**src/rtl/dac_pkg.sv**
```systemverilog
// dac_pkg: shared state encodings, frame layout and power-down codes for serial_dac_writer (rev 1.0)
`default_nettype none

package dac_pkg;

  typedef enum logic [1:0] {
    ST_RST   = 2'd0,
    ST_IDLE  = 2'd1,
    ST_SHIFT = 2'd2,
    ST_GAP   = 2'd3
  } dac_state_e;

  localparam int FRAME_W   = 16;
  localparam int CODE_W    = 8;
  localparam int BIT_CNT_W = 4;
  localparam int PD_LSB    = 12;
  localparam int PD_MSB    = 13;
  localparam int DATA_LSB  = 4;
  localparam int DATA_MSB  = 11;

  localparam logic [1:0] PD_NORMAL    = 2'b00;
  localparam logic [1:0] PD_1K_GND    = 2'b01;
  localparam logic [1:0] PD_100K_GND  = 2'b10;
  localparam logic [1:0] PD_TRISTATE  = 2'b11;

  // Frame layout: {2'b00, pd[1:0], code[7:0], 4'b0000}
  function automatic logic [FRAME_W-1:0] build_frame(input logic [1:0]        pd,
                                                     input logic [CODE_W-1:0] code);
    logic [FRAME_W-1:0] f;
    f                    = '0;
    f[PD_MSB:PD_LSB]     = pd;
    f[DATA_MSB:DATA_LSB] = code;
    return f;
  endfunction

endpackage

`default_nettype wire

```
**src/rtl/dac_frame_shifter.sv**
```systemverilog
// dac_frame_shifter: 16-bit MSB-first load/shift register with bit counter (rev 1.0)
`default_nettype none

module dac_frame_shifter
  import dac_pkg::*;
(
  input  logic               clk,
  input  logic               resetn,
  input  logic               load,
  input  logic               shift,
  input  logic [FRAME_W-1:0] frame_in,
  output logic               sdata,
  output logic               last
);

  localparam logic [BIT_CNT_W-1:0] CNT_TOP = BIT_CNT_W'(FRAME_W - 1);
  localparam logic [BIT_CNT_W-1:0] CNT_ONE = BIT_CNT_W'(1);

  logic [FRAME_W-1:0]   shreg_q, shreg_d;
  logic [BIT_CNT_W-1:0] cnt_q, cnt_d;

  // Zeros shift in from the bottom, so the final shift leaves sdata low.
  always_comb begin
    shreg_d = shreg_q;
    cnt_d   = cnt_q;
    if (load) begin
      shreg_d = frame_in;
      cnt_d   = CNT_TOP;
    end else if (shift) begin
      shreg_d = {shreg_q[FRAME_W-2:0], 1'b0};
      cnt_d   = (cnt_q == '0) ? cnt_q : cnt_q - CNT_ONE;
    end
  end

  always_ff @(posedge clk or negedge resetn) begin
    if (!resetn) begin
      shreg_q <= '0;
      cnt_q   <= '0;
    end else begin
      shreg_q <= shreg_d;
      cnt_q   <= cnt_d;
    end
  end

  assign sdata = shreg_q[FRAME_W-1];
  assign last  = (cnt_q == '0);

endmodule

`default_nettype wire

```
**src/rtl/serial_dac_writer.sv**
```systemverilog
// serial_dac_writer: ready/enable handshake to 3-wire AD5300-style serial DAC frame (rev 1.0)
`default_nettype none

module serial_dac_writer
  import dac_pkg::*;
#(
  parameter int DATA_W     = 8,
  parameter int GAP_CYCLES = 2
) (
  input  logic              clk,
  input  logic              resetn,
  input  logic              wr_en,
  input  logic [DATA_W-1:0] data_in,
  input  logic [1:0]        pd_mode,
  output logic              dac_rdy,
  output logic              done,
  output logic              sclk,
  output logic              sync_n,
  output logic              sdata
);

  localparam int                 GAP_W    = $clog2(GAP_CYCLES + 1);
  localparam logic [GAP_W-1:0]   GAP_LOAD = GAP_W'(GAP_CYCLES - 1);
  localparam logic [GAP_W-1:0]   GAP_ONE  = GAP_W'(1);

  dac_state_e       state_q, state_d;
  logic             phase_q, phase_d;
  logic             sclk_q, sclk_d;
  logic             sync_n_q, sync_n_d;
  logic             dac_rdy_q, dac_rdy_d;
  logic             done_q, done_d;
  logic [GAP_W-1:0] gap_q, gap_d;

  logic               sh_load;
  logic               sh_shift;
  logic               sh_last;
  logic [FRAME_W-1:0] frame;

  assign frame = build_frame(pd_mode, CODE_W'(data_in));

  dac_frame_shifter u_shifter (
    .clk      (clk),
    .resetn   (resetn),
    .load     (sh_load),
    .shift    (sh_shift),
    .frame_in (frame),
    .sdata    (sdata),
    .last     (sh_last)
  );

  always_comb begin
    state_d   = state_q;
    phase_d   = phase_q;
    sclk_d    = sclk_q;
    sync_n_d  = sync_n_q;
    dac_rdy_d = dac_rdy_q;
    done_d    = 1'b0;
    gap_d     = gap_q;
    sh_load   = 1'b0;
    sh_shift  = 1'b0;

    case (state_q)
      ST_RST: begin
        state_d   = ST_IDLE;
        dac_rdy_d = 1'b1;
      end

      ST_IDLE: begin
        dac_rdy_d = 1'b1;
        if (wr_en) begin
          sh_load   = 1'b1;
          dac_rdy_d = 1'b0;
          sync_n_d  = 1'b0;
          sclk_d    = 1'b1;
          phase_d   = 1'b0;
          state_d   = ST_SHIFT;
        end
      end

      // Phase 0 drops SCLK (DAC samples); phase 1 raises it and moves to the next bit.
      ST_SHIFT: begin
        phase_d = ~phase_q;
        if (!phase_q) begin
          sclk_d = 1'b0;
        end else begin
          sclk_d   = 1'b1;
          sh_shift = 1'b1;
          if (sh_last) begin
            sync_n_d = 1'b1;
            gap_d    = GAP_LOAD;
            state_d  = ST_GAP;
          end
        end
      end

      ST_GAP: begin
        if (gap_q == '0) begin
          state_d   = ST_IDLE;
          dac_rdy_d = 1'b1;
          done_d    = 1'b1;
        end else begin
          gap_d = gap_q - GAP_ONE;
        end
      end

      default: begin
        state_d = ST_RST;
      end
    endcase
  end

  always_ff @(posedge clk or negedge resetn) begin
    if (!resetn) begin
      state_q   <= ST_RST;
      phase_q   <= 1'b0;
      sclk_q    <= 1'b1;
      sync_n_q  <= 1'b1;
      dac_rdy_q <= 1'b0;
      done_q    <= 1'b0;
      gap_q     <= '0;
    end else begin
      state_q   <= state_d;
      phase_q   <= phase_d;
      sclk_q    <= sclk_d;
      sync_n_q  <= sync_n_d;
      dac_rdy_q <= dac_rdy_d;
      done_q    <= done_d;
      gap_q     <= gap_d;
    end
  end

  assign sclk    = sclk_q;
  assign sync_n  = sync_n_q;
  assign dac_rdy = dac_rdy_q;
  assign done    = done_q;

endmodule

`default_nettype wire
```
**config.mk**
```make
export PLATFORM = sky130hd
export DESIGN_NAME = serial_dac_writer
export DESIGN_NICKNAME = d
export VERILOG_FILES = /design/src/rtl/dac_pkg.sv /design/src/rtl/dac_frame_shifter.sv /design/src/rtl/serial_dac_writer.sv
export SDC_FILE = /design/constraint.sdc
export NUM_CORES = 1
export LEC_CHECK = 0
export BUFFER_PORTS_ARGS = -buffer_cell sky130_fd_sc_hd__buf_2
export CORE_UTILIZATION = 50
export DETAILED_ROUTE_END_ITERATION = 16
export PLACE_DENSITY = 0.72
export SLEW_MARGIN = 20
export SYNTH_ARGS = -nofsm -noshare
export SYNTH_HDL_FRONTEND = slang
export SYNTH_HIERARCHICAL = 1
export SYNTH_SLANG_ARGS = --single-unit
```
**constraint.sdc**
```tcl
create_clock -name clk -period 2.35 [get_ports clk]
set_input_delay 0.1175 -clock clk [delete_from_list [all_inputs] [get_ports clk]]
set_output_delay 0.1175 -clock clk [all_outputs]
set_load 0.005 [all_outputs]
```
* Word-level counts from Yosys, hierarchy flattened
Cells that the tools add are included.
** Word-level totals
- Register bits :: 29
- Logic and storage cells :: 64
- Bits of input ports :: 13
** Cells by class
- Mux-type cells :: 30
- Add/subtract/negate cells :: 2
- Reduce and logical (&&, ||, !) cells :: 13
- Equal/unequal tests :: 9
- Bitwise gates (word level) :: 1
** Operators by type and width (number)
- 16-bit two-way mux :: 2
- 2-bit two-way mux :: 7
- 1-bit two-way mux :: 12
- 4-bit two-way mux :: 3
- 2-bit inequality test (second input constant) :: 6
- 4-bit AND reduction :: 3
- 2-bit one-hot mux with 4 select lines :: 1
- 1-bit one-hot mux with 2 select lines :: 3
- 2-bit AND reduction :: 3
- 2-bit nonzero test :: 3
- 2-bit == test (second input constant) :: 2
- 2-bit zero test :: 2
- 4-bit zero test :: 1
- 2-bit one-hot mux with 2 select lines :: 1
- 4-bit by 1-bit subtractor with 4-bit output (second input constant) :: 1
- 1-bit one-hot mux with 3 select lines :: 1
- 3-bit nonzero test :: 1
- 2-bit by 1-bit == test with 1-bit output (second input constant) :: 1
- 2-bit by 1-bit subtractor with 2-bit output (second input constant) :: 1
- 1-bit NOT :: 1

* Logic depth before layout (Yosys ltp)
- Depth after elaboration :: 4
- Gate-level depth with buffers :: 8
- Depth with buffers taken out :: 6

* By module
The synthesis kept the hierarchy.
** By module, submodules not included
- dac_frame_shifter :: cells each 91, seq. area each 500.5 um2, area an instance 942.2 um2, instances 1
- serial_dac_writer :: cells each 51, seq. area each 227.7 um2, area an instance 529.3 um2, instances 1

* Least setup slack after synthesis
Ideal clock, no wire load.
- Path type :: reg2reg
- Start point :: reg u_shifter.cnt_q[0]
- End point :: reg gap_q[0]
- Cell stages (with the launch flop) :: 7
- Slack :: 590 ps
- Clock period less this slack :: 1760 ps
- Arrival :: 1635 ps
- Data required time :: 2225 ps
- Setup time :: 125 ps
- Cell sequence :: dfrtp_1 > inv_1 > ha_1 > nor3b_1 > nand2b_1 > o2111a_2 > mux2_4
** On the way
- Longest elaborated chain between the ends :: 3
** Ends and longest elaborated chain
- start: declaration :: line dac_frame_shifter.sv:20 : logic [BIT_CNT_W-1:0] cnt_q, cnt_d;
- start signal: assignment :: line dac_frame_shifter.sv:41 : cnt_q <= cnt_d;
- 4-bit zero test :: line dac_frame_shifter.sv:46 : assign last = (cnt_q == '0);
- net sh_last :: line serial_dac_writer.sv:36 : logic sh_last;
- 2-bit inequality test (no line)
- 4-bit AND reduction (no line)
- end signal: assignment :: line serial_dac_writer.sv:128 : gap_q <= gap_d;
- end: declaration :: line serial_dac_writer.sv:32 : logic [GAP_W-1:0] gap_q, gap_d;
The timed path passes the listed nets, and every way through them passes these cells.
A chain may end at the register's enable or synchronous reset.

* Worst setup path after layout
Ends and elaborated chain as after synthesis.

==> results.cfg <==
[detailed_routing]
vias = 1074
via_per_inst = 5.11
drt_iter0_markers = 30
ant_nets = 0
drt-total-wl_um = 2630
first_pass_iters = 4
drc = 0
wl_per_cell_um = 12.5

[pwr]
p_comb_share_pct = 39.7
p_seq_share_pct = 44.8
internal-power_w = 0.00119
max-vdd-ir-drop_v = 0.000709
clockPowerShare_pct = 15.5
power_switching_w = 0.000703
p_per_area_nw_per_um2 = 1080
switching_share_pct = 37.1
p_leak_nw = 0.795

[status]
status = finished, final reports clean

[critical_path]
rr_startpoint = u_shifter/cnt_q[0]
worst_ep_required_time_ns = 2.57
crit_arrival_ns = 2.06
r2r_cells = 6
r2r_end = gap_q[0]
cp_top_family = simple AND/OR/NAND/NOR gates
path_class = flip-flop to flip-flop
path_cells = inv_1 -> ha_1 -> nor3b_1 -> nand2b_1 -> o2111a_2 -> mux2_4
critPathSlowestCell = dfrtp_1
slowest_delay_ns = 0.42
reg2reg_slack_ns = 0.51
cp_num_buf_inv = 1
cp-end-kind = flip-flop
cp_max_fo = 4
crit_path_start_kind = flip-flop

[clock_network]
cts_root_buffer = clkbuf_4
cts_setup_buffers = 0
cts_tree = yes
clock_latency_ns = 0.34
htree_levels = 2
numCtsBuffers = 5
clock_path_buffers = 2
path_clk_slew_ns = 0.10
cts.sinks = 29
cts_resized = 0

[layout]
nNetsFinal = 197
synthToLayoutAreaGrowth_pct = 19.7
fill_cells = 217
drive_gt1_share_pct = 19.6
num_antenna_cells = 0
final_area_sq_um = 1760

[timing]
relSlewSlack_pct = 57.5
finalCritPeriodShare_pct = 78.2
rsz0062_at_grt = false
setup_viol = 0
timing.setup.tns_ns = 0
fin_worst_skew_ns = 0.00905
final_hold_viol_count = 0
fin_crit_ns = 1.84
hold_slack_ns = 0.00697
final_max_slew_viol_count = 0
worst_pin_slew_ns = 0.637
fmax_mhz = 544

[die]
core_sq_um = 2780
die_w_um = 56.2
die_h_um = 56.2
initial_core_util_pct = 52.9
die-area_sq_um = 3160
ios = 18
rows = 19

[synth]
yosysSeqAreaShare_pct = 49.5
synth_cells = 142
synth_cell_types = 27
syn_avg_cell_area_sq_um = 10.4
yosysWarnings = 6
synth-seq-cells = 29
syn_area_sq_um = 1470

[global_routing]
grt_use_total_pct = 19.6
antenna_found_initial = 0
grt_pass1_wl_um = 4630
grt_max_degree = 38
grt_pass1_vias = 1072
overflow = 0

[hold_path]
hold_depth = 3
hp-class = input pin to flip-flop
worstHoldEndpoint = u_shifter/shreg_q[6]
hp-start = data_in[2]

[place]
hpwlAfterDp_um = 1760
dpl_cell_area_sq_um = 1610
place.gp.congestion = 0.752
io_buffers = 17

[run]
drv_cap = 0
==> worst min-delay path, cell delays in order <==
cell and delay [ns]:
buf_2 0.08, nand2_1 0.04, o21ai_0 0.07
==> flip-flops by register name, indices dropped and copies added, names as in the netlist <==
name,count
u_shifter/shreg_q,16
phase_q,1
sclk,1
done,1
gap_q,2
u_shifter/cnt_q,4
dac_rdy,1
sync_n,1
state_q,2
==> synth_stat cells (all sizes together) <==
master | n | area (sq um)
a41o | 1 | 11.3
ha | 6 | 75.1
o2111ai | 1 | 8.76
dfstp | 2 | 52.6
nor3b | 2 | 15.0
xor2 | 1 | 8.76
dfrtp | 27 | 676
nand2b | 7 | 46.3
and2b | 1 | 7.51
or4b | 1 | 13.8
conb | 1 | 3.75
mux2i | 20 | 200
a21oi | 5 | 25.0
a211o | 2 | 17.5
nand2 | 20 | 75.1
a41oi | 1 | 8.76
clkbuf | 4 | 15.0
nor3 | 1 | 5.00
o21ai | 18 | 90.1
nor2 | 4 | 15.0
a31oi | 2 | 12.5
and2 | 2 | 12.5
buf | 2 | 15.0
mux2 | 1 | 15.0
inv | 9 | 33.8
o2111a | 1 | 12.5
==> layer usage <==
metal / track usage (%) / vias up / wire length, um
met2: 31.0 / 16 / 1280
li1: - / 556 / -
met1: 24.0 / 496 / 1210
met3: 5.58 / 6 / 99
met5: 0 / - / 0
met4: 11.5 / 0 / 48
==> worst max path at each step <==
stage,start,to,cells after the start
floorplan,u_shifter/cnt_q[0],gap_q[0],6
global placement,u_shifter/cnt_q[0],gap_q[0],6
detailed placement,u_shifter/cnt_q[0],gap_q[0],6
CTS,u_shifter/cnt_q[0],gap_q[0],6
global route,u_shifter/cnt_q[0],gap_q[0],6
finish,u_shifter/cnt_q[0],gap_q[0],6
==> layout by cell type, fill, tap and decap left out, drive strengths merged <==
cell type	instances
a211o	2
a41oi	1
or4b	1
conb	6
a21oi	5
nor3	1
mux2i	20
a41o	1
mux2	1
clkinvlp	1
clkbuf	5
and2b	1
dlygate4sd3	10
o2111a	1
clkinv	2
dfrtp	27
inv	9
o2111ai	1
xor2	1
ha	6
nor2	4
nand2	20
dfstp	2
o21ai	18
nor3b	2
buf	20
and2	2
a31oi	2
nand2b	7
==> logic make-up after synthesis <==
logic type,Yosys count,share of synthesized area (%)
AOI/OAI and AO/OA,31,12.7
xor gates and xnor gates,1,0.595
adders and majority gates,6,5.10
buffers and inverters,15,4.34
DFF,29,49.5
muxes,21,14.6
other,1,0.255
and+or+nand+nor,38,12.9
==> timing repair <==
action / in CTS / in global routing
hold buffers: 10 / 0
endpoints found under the setup margin: 0 / 0
endpoints found under the hold margin: 36 / 0
==> cell type report <==
type | instances | area, sq um | area share (%)
clock inverter | 3 | 17.5 | 0.994
sequential | 29 | 728 | 41.3
inverter | 9 | 33.8 | 1.92
tap | 31 | 38.8 | 2.20
clock buffer | 5 | 37.5 | 2.13
multi-input combinational | 103 | 698 | 39.6
timing repair buffer | 30 | 208 | 11.8
==> power groups by stage <==
stage	combinational, W	sequential (W)	clock, W
CTS	0.000760	0.000848	0.000307
floorplan	0.000585	0.000825	0
finish	0.000753	0.000848	0.000293
detailed placement	0.000746	0.000858	0
global placement	0.000701	0.000839	0
global route	0.000861	0.000873	0.000328
==> per-stage QoR <==
stage          util (%)  std cells  setup WS, ns  power (W)
2_1_floorplan         -        147         0.590    0.00141
3_3_place_gp       57.8        192         0.671    0.00154
3_5_place_dp       57.8        192         0.577    0.00160
4_1_cts            63.3        210         0.541    0.00192
5_1_grt            63.3        210         0.394    0.00206
6_report           63.3        210         0.512    0.00189
Power figures use the tool's default switching activity.
